--- config.mk ---
export PLATFORM = sky130hd
export DESIGN_NAME = tt_heart_rate
export DESIGN_NICKNAME = d
export VERILOG_FILES = /design/src/rtl/tt_heart_rate.sv
export SDC_FILE = /design/constraint.sdc
export NUM_CORES = 1
export LEC_CHECK = 0
export CAP_MARGIN = 20
export CELL_PAD_IN_SITES_DETAIL_PLACEMENT = 1
export CELL_PAD_IN_SITES_GLOBAL_PLACEMENT = 1
export CORE_UTILIZATION = 49
export DETAILED_ROUTE_END_ITERATION = 10
export MAX_ROUTING_LAYER = met4
export PLACE_DENSITY_LB_ADDON = 0.05
export SKIP_LAST_GASP = 1
export SLEW_MARGIN = 20
export SYNTH_ARGS = -nofsm -noshare
export SYNTH_HDL_FRONTEND = slang
export SYNTH_SLANG_ARGS = --single-unit
--- constraint.sdc ---
create_clock -name clk -period 4.71 [get_ports clk]
set_clock_uncertainty 0.1 [all_clocks]
set_input_delay 0.942 -clock clk [delete_from_list [all_inputs] [get_ports clk]]
set_output_delay 0.942 -clock clk [all_outputs]
set_load 0.01 [all_outputs]
--- src/rtl/tt_heart_rate.sv ---
// ---------------------------------------------------------------------------
// tt_heart_rate
//   Heart-rate meter fed by the threshold filter's peak level. Each rising
//   edge of peak is qualified as a beat through a refractory window. The last
//   four beat-to-beat intervals (in sample ticks) are averaged, and a 16-step
//   restoring divider converts the average into beats per minute.
//   Prolonged silence flags signal loss and drops back to idle.
//
// Ports
//   clk        clock
//   rst_n      asynchronous active-low reset
//   ena        low = synchronous clear of everything except peak_q
//   peak       peak level from the threshold filter
//   bpm        beats per minute, saturated at 255 (0 until first result)
//   bpm_valid  bpm was computed from four intervals
//   beat       one-cycle pulse per accepted beat
//   lost       timeout seen and no beat accepted since
// ---------------------------------------------------------------------------
module tt_heart_rate #(
    parameter int CLK_DIV = 1000,
    parameter int TICK_HZ = 100,
    parameter int REFRACT = 25,
    parameter int TIMEOUT = 300
) (
    input  logic       clk,
    input  logic       rst_n,
    input  logic       ena,
    input  logic       peak,
    output logic [7:0] bpm,
    output logic       bpm_valid,
    output logic       beat,
    output logic       lost
);

    localparam int            PW        = $clog2(CLK_DIV);
    localparam logic [PW-1:0] PRE_MAX   = PW'(CLK_DIV - 1);
    localparam logic [15:0]   K         = 16'(60 * TICK_HZ);
    localparam logic [15:0]   REFRACT_V = 16'(REFRACT);
    localparam logic [16:0]   TIMEOUT_V = 17'(TIMEOUT);

    localparam logic [1:0] S_IDLE  = 2'd0;  // no beat seen
    localparam logic [1:0] S_ARMED = 2'd1;  // one beat, no interval yet
    localparam logic [1:0] S_TRACK = 2'd2;  // collecting intervals

    logic [PW-1:0] pre;
    logic          peak_q;
    logic [15:0]   ivl;
    logic [1:0]    state;
    logic [15:0]   hist [4];
    logic [2:0]    nvalid;
    logic          avg_go;
    logic          div_busy;
    logic [4:0]    div_cnt;
    logic [15:0]   div_rem;
    logic [15:0]   div_quo;
    logic [15:0]   div_den;

    logic          tick;
    logic          rise;
    logic          timeout;
    logic          accept;
    logic          push;
    logic [1:0]    state_eff;
    logic [16:0]   rem_sh;
    logic [15:0]   rem_sub;
    logic          rem_ge;

    assign tick    = (pre == PRE_MAX);
    assign rise    = peak & ~peak_q;
    assign timeout = tick && (state != S_IDLE) &&
                     (({1'b0, ivl} + 17'd1) == TIMEOUT_V);

    // A rise coinciding with the timeout is judged against the post-timeout
    // state, so it is taken as a fresh IDLE beat rather than an interval.
    assign state_eff = timeout ? S_IDLE : state;
    assign accept    = rise && ((state_eff == S_IDLE) || (ivl >= REFRACT_V));
    assign push      = accept && (state_eff != S_IDLE);

    // Restoring divider step: the dividend is shifted out of div_quo's MSB
    // while quotient bits are shifted in at the LSB.
    assign rem_sh  = {div_rem, div_quo[15]};
    assign rem_ge  = (rem_sh >= {1'b0, div_den});
    assign rem_sub = rem_sh[15:0] - div_den;

    // peak_q resets high so a peak held across reset is not seen as a rise;
    // it keeps tracking peak while ena is low.
    always_ff @(posedge clk or negedge rst_n) begin
        if (!rst_n) peak_q <= 1'b1;
        else        peak_q <= peak;
    end

    // Prescaler, beat qualification, FSM and interval history.
    always_ff @(posedge clk or negedge rst_n) begin
        if (!rst_n) begin
            pre    <= '0;
            ivl    <= '0;
            state  <= S_IDLE;
            nvalid <= '0;
            avg_go <= 1'b0;
            beat   <= 1'b0;
            lost   <= 1'b0;
            for (int i = 0; i < 4; i++) hist[i] <= '0;
        end else if (!ena) begin
            pre    <= '0;
            ivl    <= '0;
            state  <= S_IDLE;
            nvalid <= '0;
            avg_go <= 1'b0;
            beat   <= 1'b0;
            lost   <= 1'b0;
            for (int i = 0; i < 4; i++) hist[i] <= '0;
        end else begin
            pre  <= tick ? '0 : pre + 1'b1;
            beat <= accept;

            if (timeout) begin
                ivl    <= ivl + 16'd1;
                lost   <= 1'b1;
                state  <= S_IDLE;
                nvalid <= '0;
                for (int i = 0; i < 4; i++) hist[i] <= '0;
            end else if (tick && (state != S_IDLE) && (ivl != 16'hFFFF)) begin
                ivl <= ivl + 16'd1;
            end

            if (accept) begin
                lost  <= 1'b0;
                ivl   <= '0;
                state <= (state_eff == S_IDLE) ? S_ARMED : S_TRACK;
            end

            if (push) begin
                hist[0] <= ivl;
                hist[1] <= hist[0];
                hist[2] <= hist[1];
                hist[3] <= hist[2];
                if (nvalid != 3'd4) nvalid <= nvalid + 3'd1;
            end

            // Average once the push fills the history or it was already full.
            avg_go <= push && (nvalid >= 3'd3);
        end
    end

    // Divider and result register. Loading one cycle after the push lets the
    // freshly shifted history feed the average.
    always_ff @(posedge clk or negedge rst_n) begin
        if (!rst_n) begin
            div_busy  <= 1'b0;
            div_cnt   <= '0;
            div_rem   <= '0;
            div_quo   <= '0;
            div_den   <= '0;
            bpm       <= '0;
            bpm_valid <= 1'b0;
        end else if (!ena) begin
            div_busy  <= 1'b0;
            div_cnt   <= '0;
            div_rem   <= '0;
            div_quo   <= '0;
            div_den   <= '0;
            bpm       <= '0;
            bpm_valid <= 1'b0;
        end else begin
            if (div_busy && (div_cnt == 5'd0)) begin
                bpm       <= (|div_quo[15:8]) ? 8'hFF : div_quo[7:0];
                bpm_valid <= 1'b1;
                div_busy  <= 1'b0;
            end else if (div_busy) begin
                div_rem <= rem_ge ? rem_sub : rem_sh[15:0];
                div_quo <= {div_quo[14:0], rem_ge};
                div_cnt <= div_cnt - 5'd1;
            end

            // A new average restarts the divider from scratch.
            if (avg_go) begin
                // sum is 18 bits wide; avg = sum / 4 truncated
                div_den  <= 16'(({2'b00, hist[0]} + {2'b00, hist[1]} +
                                 {2'b00, hist[2]} + {2'b00, hist[3]}) >> 2);
                div_quo  <= K;
                div_rem  <= '0;
                div_cnt  <= 5'd16;
                div_busy <= 1'b1;
            end

            if (timeout) begin
                div_busy  <= 1'b0;
                bpm       <= '0;
                bpm_valid <= 1'b0;
            end
        end
    end

endmodule

Word-level counts from Yosys, hierarchy flattened
Cells that the tools add are included.
{ "word_totals": {"ff_bits": 162, "out_inout_bits": 11} }
{ "classes": {"add_sub_neg": 9, "n_lt_le_gt_ge": 3, "n_eq_ne": 12, "muxes": 48, "n_bitwise": 2, "reduce_logical": 14} }
{ "ops": {"columns": ["op", "n"], "rows": [
  ["$mux W16", 15],
  ["$mux W64", 3],
  ["$mux W8", 4],
  ["$mux W10", 2],
  ["$mux W5", 4],
  ["$add A17 B16 Y18", 1],
  ["$add A18 B16 Y18", 1],
  ["$add A16 B1 Y17 const B", 1],
  ["$add A16 B16 Y17", 1],
  ["$eq A17 B9 Y1 const B", 1],
  ["$ge A17 B16 Y1", 1],
  ["$add A16 B1 Y16 const B", 1],
  ["$ge A16 B5 Y1 const B", 1],
  ["$ne A16 B16 Y1 const B", 1],
  ["$sub A16 B16 Y16", 1],
  ["$mux W1", 12],
  ["$mux W3", 4],
  ["$ne A3 B1 Y1 const B", 4],
  ["$add A10 B1 Y10 const B", 1],
  ["$eq A10 B10 Y1 const B", 1],
  ["$mux W2", 4],
  ["$ne A4 B1 Y1 const B", 2],
  ["$reduce_or A8 Y1", 1],
  ["$logic_and A1 B1 Y1", 7],
  ["other kinds (12)", 14]
]} }

Longest topological paths before layout
Gate-level depths: netlist of the first run.
{ "depth": {"word_depth": 10, "ltp_mapped": 13} }

Worst setup path before layout of the first run
OpenSTA, ideal clock, no wires.
{ "synth_timing": {"path_type": "register to register", "from": "register hist[19] (netlist bit)", "to": "register div_den[7]", "setup_ps": 132, "t_arrival_ps": 3034, "required_time_ps": 4478, "slack_ps": 1443, "stages_incl_launch_ff": 14, "n_path_buf": 0, "period_less_slack_ps": 3267, "path_cell_list": "dfrtp_1 > inv_1 > fa_1 > fa_1 > inv_1 > ha_1 > nor2b_1 > o21ai_0 > nand2b_1 > a311o_1 > a21o_1 > a21oi_1 > xor2_1 > o22ai_1"} }
{ "synth_via": {"elab_chain_cells": 4} }
{ "synth_lines": {"columns": ["item", "line_no", "source"], "rows": [
  ["start: declaration", "49", "logic [15:0] hist [4];"],
  ["$add A17 B16 Y18", "178", "div_den <= 16'(({2'b00, hist[0]} + {2'b00, hist[1]} +"],
  ["$add A18 B16 Y18", "179", "{2'b00, hist[2]} + {2'b00, hist[3]}) >> 2);"],
  ["$mux W16", "176", "if (avg_go) begin"],
  ["$mux W16", "156", "end else if (!ena) begin"],
  ["end signal: assignment", "178", null],
  ["end: declaration", "56", "logic [15:0] div_den;"]
]} }
No other way between the ends. The select of a mux whose other input is x is not followed.
A chain may end at the register's enable or synchronous reset.

Worst setup path in the final report of the first run
{ "layout_timing": {"from": "register hist[1] (netlist bit)", "to": "register div_den[15]"} }
{ "layout_via": {"elab_chain_cells": 3} }
{ "layout_lines": {"columns": ["item", "line_no"], "rows": [
  ["$add A18 B16 Y18", "179"],
  ["$mux W16", "176"],
  ["$mux W16", "156"]
]} }
No other way between the ends. The select of a mux whose other input is x is not followed.

==> metrics.log, run 1 <==
[metrics] post-synthesis sequential element count: 162
[metrics] CTS Buf Count: 17
[metrics] number of failing setup endpoints in the final timing report: 0
[metrics] end of the worst hold path: pre[0]
[metrics] maximum fanout count along the critical path: 3
[metrics] post-synthesis cell area: about 0.0095 mm^2
[metrics] total area of multi-input combinational cells: between 0.004 and 0.005 mm^2
[metrics] hold buffer count at CTS: 0
[metrics] Core Box Area: 0.0189 mm^2
[metrics] Post-Synthesis Cells: around 1.1k
[metrics] Main synth FF type: dfrtp_1
[metrics] vias per cell: 5.47
[metrics] die outline height: 141 um
[metrics] critical path arrival: 3.80 ns
[metrics] Avg Synthesized Cell Area: 8.95 um^2
[metrics] via count of the first global-routing pass: 7820
[metrics] buffer depth of the longest clock path: 2
[metrics] clock root buffer master: clkbuf_16
[metrics] pin count of the biggest net entering global routing: 76
[metrics] highest-count cells in the layout ignoring fill and taps: nand2_1, dfrtp_1, a21oi_1, inv_1, nor2_1
[metrics] drt first-iter violations: 380
[metrics] final-stage net count: 1144
[metrics] worst path required time: 4.94 ns
[metrics] remaining global-route overflow: 0
[metrics] async set-reset flop share out of synthesis: 1.00
[metrics] unrepaired setup endpoints after global routing: no
[metrics] proportion of synthesized chip area in sequential cells: 0.425
[metrics] antenna cell count: 0
[metrics] clk sinks: roughly 160
[metrics] final-report hold violation count: 0
[metrics] final number of max-transition violations: 0
[metrics] Fmax achieved: between 200 and 300 MHz
[metrics] highest metal layer with signal wires: met4
[metrics] RR Startpoint: hist[1]
[metrics] class of the tightest hold or removal check: reg -> reg
[metrics] Setup TNS: 0 ns
[metrics] fillers: 2210
[metrics] worst-case register-to-register setup slack: 1.14 ns
[metrics] Resized cells post-CTS: 0
[metrics] pre-CTS setup slack: 1.22 ns
[metrics] routed length on met1: 10800 um
[metrics] status: complete, no violations
[metrics] first-pass GRT wire length: 39600 um
[metrics] DRT antenna net count: 0
[metrics] Skew-Pair Late Insertion Delay: between 0.4 and 0.5 ns
[metrics] top post-synthesis cells by area: dfrtp_1, nand2_1, fa_1, a21oi_1, ha_1
[metrics] initial antenna violation count: 0
[metrics] final HPWL from detailed placement: 15900 um
[metrics] Area growth syn-to-layout: 10.6%
[metrics] routed length on met2: 11500 um
[metrics] setup repair bufs after CTS: 0
[metrics] worst relative slew slack: 0.292
[metrics] post-layout minimum cycle time: 3.57 ns
[metrics] Netlist cell types: 67
[metrics] cell type with the highest aggregate area in the netlist: dfrtp_1
[metrics] total routing usage reported by global routing: 0.261
[metrics] Critical Path Sink Type: flop
[metrics] width of the die: 141 um
[metrics] CTS tree: done
[metrics] full die area: 0.0200 mm^2
[metrics] Yosys Warn Count: 0
[metrics] startpoint type of the worst setup path: flop
[metrics] Std-Cell Rows: 50
[metrics] minimum setup slack in the final design: ~1.1 ns
[metrics] first-pass iteration count of the detailed router: 4
[metrics] DRC violations left: 0
[metrics] clock slew at the register clock pins of the worst setup and hold paths: about 0.06 ns
[metrics] count of input and output buffers: 14
[metrics] met3 routed WL: 423 um
[metrics] footprint of the flip-flops and latches: slightly above 0.004 mm^2
[metrics] Vias: 7331
[metrics] peak supply drop: approximately 0.26 mV
[metrics] reg-to-reg endpoint: div_den[15]
[metrics] starting density of the core: 0.505
[metrics] leak pwr: approximately 4.5 nW
[metrics] DR WL/cell: 17.2 um
[metrics] crit share post-route: 0.758
[metrics] power density of the placed cells: approximately 280 mW/mm^2
[metrics] startpoint-to-endpoint class of the critical path: reg -> reg
[metrics] most common library cell in the layout ignoring fill and taps: nand2_1
[metrics] proportion of layout cells with a drive suffix above 1: 0.0649
[metrics] number of enable flip-flop cells after synthesis: 0
[metrics] total wirelength of the detailed-routed design: 23100 um
[metrics] max capacitance violation total: 0
[metrics] routability congestion estimate: 0.869
[metrics] hold path startpoint: pre[0]
[metrics] top-area cell type share of the netlist area: 0.423
[metrics] post-synth net total: approximately 1.1k
[metrics] H-Tree Level Count: 4
[metrics] length in cells of the worst reg-to-reg path: 13
[metrics] Slew @ Worst Pin: 1.06 ns
[metrics] I/O pin count: 15
[metrics] worst hold path stage count: 1
report_power, final:
| group | switching [W] | internal, W | leakage (nW) |
|---|---|---|---|
| Combinational | 0.0000618 | 0.0000130 | 1.95 |
| Sequential | 0.00000307 | 0.00139 | 2.26 |
| Clock | 0.000613 | 0.000911 | 0.314 |
| Total | 0.000678 | 0.00232 | 4.52 |
flip-flops by register name, indices dropped and copies added, names as in the netlist:
register and flops:
state 2, hist 64, nvalid 3, avg_go 1
ivl 16, div_quo 16, peak_q 1, bpm_valid 1
div_den 16, div_rem 16, beat 1, div_busy 1
bpm 8, pre 10, div_cnt 5, lost 1
worst max path at each step:
stage | startpoint | to | slack [ns] | cells after the start
after floorplan | hist[19] | div_den[7] | 1.44 | 13
after global placement | hist[1] | div_den[15] | 1.25 | 13
after detailed placement | hist[1] | div_den[15] | 1.22 | 13
after CTS | hist[1] | div_den[15] | 1.10 | 13
after global routing | hist[1] | div_den[15] | 0.83 | 13
final | hist[1] | div_den[15] | 1.14 | 13
critical path, stage by stage, from the launching register on:
cell      delay (ns)
dfrtp_1         0.35
inv_1           0.06
fa_1            0.56
fa_1            0.43
nand3b_1        0.19
fa_1            0.41
nor2b_1         0.11
o21ai_0         0.08
nand2b_1        0.14
a311o_1         0.21
a31oi_1         0.11
a211oi_1        0.36
a21oi_1         0.15
a211oi_1        0.21
cells in the mapped netlist, types with 19 or more instances:
cell      number
nand2_1      194
inv_1        106
ha_1          41
xor2_1        20
a21oi_1      110
mux2i_1       20
dfrtp_1      161
nor2_1        92
nor3_1        19
fa_1          33
xnor2_1       30
o21ai_0       32
clkbuf_1      27
cells by family (layout without fill, tap and decap cells):
kind of cell | count (synthesis) | after routing | share of synthesized area
AO/OA/AOI/OAI | 216 | 216 | 0.136
XOR/XNOR | 50 | 50 | 0.0459
adder cells (fa/ha/maj) | 74 | 74 | 0.123
buffers and inverters | 151 | 165 | 0.0642
flip-flops | 162 | 162 | 0.425
multiplexers | 23 | 23 | 0.0245
AND/OR/NAND/NOR | 389 | 389 | 0.181
metal layers:
| layer | vias to the layer above | track usage |
|---|---|---|
| li1 | 3544 | - |
| met5 | - | - |
| met1 | 3706 | 0.338 |
| met3 | 26 | 0.0375 |
| met2 | 55 | 0.430 |
| met4 | 0 | 0.0730 |
metrics by stage:
step	hold slack [ns]	utilization	total power, W	instances	cell area, um^2
finish	0.401	0.558	0.00300	1339	10500
global route	0.436	0.558	0.00309	1339	10500
CTS	0.405	0.558	0.00303	1339	10500
detailed placement	0.393	0.525	0.00150	1307	9910
global placement	0.380	0.525	0.00150	1307	9910
floorplan	0.348	-	0.00146	1065	9530
layout make-up:
| cell class | instances | share of cell area |
|---|---|---|
| clock buffer | 18 | 0.0416 |
| clock inverter | 14 | 0.0187 |
| inverter | 106 | 0.0377 |
| multi-input combinational | 752 | 0.463 |
| sequential | 162 | 0.384 |
| tap | 260 | 0.0308 |
| timing repair buffer | 27 | 0.0238 |
Note: power is estimated with default switching activity, not from simulation.
==> run 2, diff against run 1 <==
Clock period 4.71 ns to 3.5 ns, I/O delays scaled along.
==> run 2 against run 1 <==
Net effect: global-route usage decreased by 0.95 points; sequential power increased by 34%; sequential share of layout area decreased by 0.52 points; setup slack got worse by 1.1 ns; total power increased by 28%; critical path depth unchanged; first-iteration DRC count decreased by 16%; fmax increased by 3.6%; die area unchanged; worst hold slack got worse by 0.27 ns; routed wire length decreased by 1.6%; final area increased by 1.4%; largest power group is now registers.
==> metrics.log, run 2 (synthesis gave the netlist of run 1 again) <==
[metrics] status: complete, no violations
[metrics] vias per cell: 5.43
[metrics] startpoint type of the worst setup path: flop
[metrics] CTS Buf Count: 17
[metrics] drt first-iter violations: 319
[metrics] unrepaired setup endpoints after global routing: yes
[metrics] DR WL/cell: roughly 17 um
[metrics] number of failing setup endpoints in the final timing report: 0
[metrics] crit share post-route: 0.985
[metrics] first-pass GRT wire length: 38500 um
[metrics] Skew-Pair Late Insertion Delay: 0.44 ns
[metrics] routability congestion estimate: 0.805
[metrics] buffer depth of the longest clock path: 2
[metrics] hold buffer count at CTS: 0
[metrics] DRC violations left: 0
[metrics] number of standard cells in the final layout excluding fillers: approximately 1.4k
[metrics] total area of multi-input combinational cells: 0.00494 mm^2
[metrics] width of the die: 141 um
[metrics] I/O pin count: 15
[metrics] Biggest register: hist
[metrics] maximum fanout count along the critical path: 3
[metrics] critical path arrival: roughly 3.7 ns
[metrics] Fmax achieved: 290 MHz
[metrics] Post-Place Cells: 1314
[metrics] minimum setup slack in the final design: 0.0536 ns
[metrics] initial antenna violation count: 0
[metrics] peak supply drop: 0.318 mV
[metrics] CTS tree: done
[metrics] pin count of the biggest net entering global routing: 80
[metrics] highest-count cells in the layout ignoring fill and taps: nand2_1, dfrtp_1, a21oi_1, inv_1, nor2_1
[metrics] proportion of layout cells with a drive suffix above 1: 0.0860
[metrics] Most common cell on crit path: fa_1
[metrics] worst path required time: 3.70 ns
[metrics] power density of the placed cells: 360 mW/mm^2
[metrics] first-pass iteration count of the detailed router: 4
[metrics] die outline height: 141 um
[metrics] Vias: between 7k and 8k
[metrics] leak pwr: 4.57 nW
[metrics] Max stage delay cell, worst path: fa_1
[metrics] antenna cell count: 0
[metrics] cells traversed along the worst timing path: inv_2 > fa_1 > fa_1 > inv_1 > ha_4 > a21o_1 > or3_1 > a311o_1 > a31oi_4 > buf_4 > nand2b_1 > xnor2_1 > o22ai_1
[metrics] startpoint-to-endpoint class of the critical path: reg -> reg
[metrics] footprint of the flip-flops and latches: 0.00406 mm^2
[metrics] Worst path max stage delay: about 0.51 ns
[metrics] Slew @ Worst Pin: 0.704 ns
[metrics] DRT antenna net count: 0
[metrics] full die area: around 0.020 mm^2
[metrics] total wirelength of the detailed-routed design: 22700 um
[metrics] via count of the first global-routing pass: 7606
[metrics] clk sinks: 162
[metrics] clock root buffer master: clkbuf_16
[metrics] class of the tightest hold or removal check: in -> async
[metrics] clock slew at the register clock pins of the worst setup and hold paths: roughly 0.07 ns
[metrics] Critical Path Sink Type: flop
[metrics] final-report hold violation count: 0
[metrics] Area growth syn-to-layout: 12.2%
[metrics] final-stage net count: 1158
[metrics] most common library cell in the layout ignoring fill and taps: nand2_1
[metrics] post-layout minimum cycle time: 3.45 ns
[metrics] worst relative slew slack: 0.524
[metrics] max capacitance violation total: 0
[metrics] starting density of the core: 0.505
[metrics] remaining global-route overflow: 0
[metrics] pre-CTS setup slack: -0.0409 ns
[metrics] max FFs per register: 64
[metrics] final number of max-transition violations: 0
[metrics] H-Tree Level Count: 4
[metrics] total routing usage reported by global routing: 0.252
[metrics] fillers: 2179
[metrics] final HPWL from detailed placement: between 15000 and 20000 um
[metrics] Std-Cell Rows: 50
[metrics] count of input and output buffers: 14
[metrics] Core Box Area: between 0.015 and 0.02 mm^2
run 2: layout make-up:
cell class / count / area share
flip-flops and latches: 162 / 0.379
inverters: 106 / 0.0372
repair buffers: 41 / 0.0369
well taps: 260 / 0.0304
clock buffers: 18 / 0.0401
clock inverters: 14 / 0.0139
multi-input cells: 752 / 0.462
run 2: metal layers:
layer | global-route usage | share of wire | routed length, um
met5 | - | 0 | 0
met2 | 0.418 | 0.49 | 11200
met1 | 0.319 | 0.47 | 10700
met4 | 0.0730 | 0.016 | 374
met3 | 0.0385 | 0.019 | 443
run 2: per-stage QoR:
stage / power, W / utilization / hold slack [ns] / cell area, um^2 / setup TNS, ns
finish: 0.00385 / 0.566 / 0.132 / 10700 / 0
global route: 0.00398 / 0.566 / 0.180 / 10700 / -0.629
CTS: 0.00389 / 0.560 / 0.164 / 10600 / 0
detailed placement: 0.00203 / 0.529 / 0.384 / 10000 / -0.0409
global placement: 0.00202 / 0.529 / 0.376 / 10000 / 0
floorplan: 0.00196 / - / 0.304 / 9530 / 0
run 2: power breakdown:
group          leakage [nW]  internal [W]  switching, W
Combinational          2.03     0.0000216     0.0000834
Sequential             2.26       0.00188    0.00000400
Clock                 0.280       0.00101      0.000857
run 2: worst max-delay path, delay by kind of cell, from the launching register on:
kind	cells	cell delay, ns
adder cells (fa/ha/maj)	3	1.22
AO/OA/AOI/OAI	4	0.84
flip-flops	1	0.39
XOR/XNOR	1	0.16
buffers and inverters	3	0.24
AND/OR/NAND/NOR	2	0.37
run 2: path summary, 6_finish.rpt:
path	startpoint	to	cells after the start	slack (ns)
min reg2reg	pre[0]	pre[0]	1	0.39
min	rst_n	bpm[0]	1	0.13
max reg2reg	hist[41]	div_den[11]	13	0.05
min in group clk	pre[0]	pre[0]	1	0.39
max	hist[41]	div_den[11]	13	0.05
max in group asynchronous	rst_n	peak_q	2	2.31
run 2: repair_timing:
| item | 4_1_cts | 5_1_grt |
|---|---|---|
| pin swaps | 0 | 16 |
| endpoints found under the hold margin | 0 | 0 |
| buffers inserted | 0 | 7 |
| resized for setup | 1 | 12 |
| setup endpoints to repair | 1 | 7 |
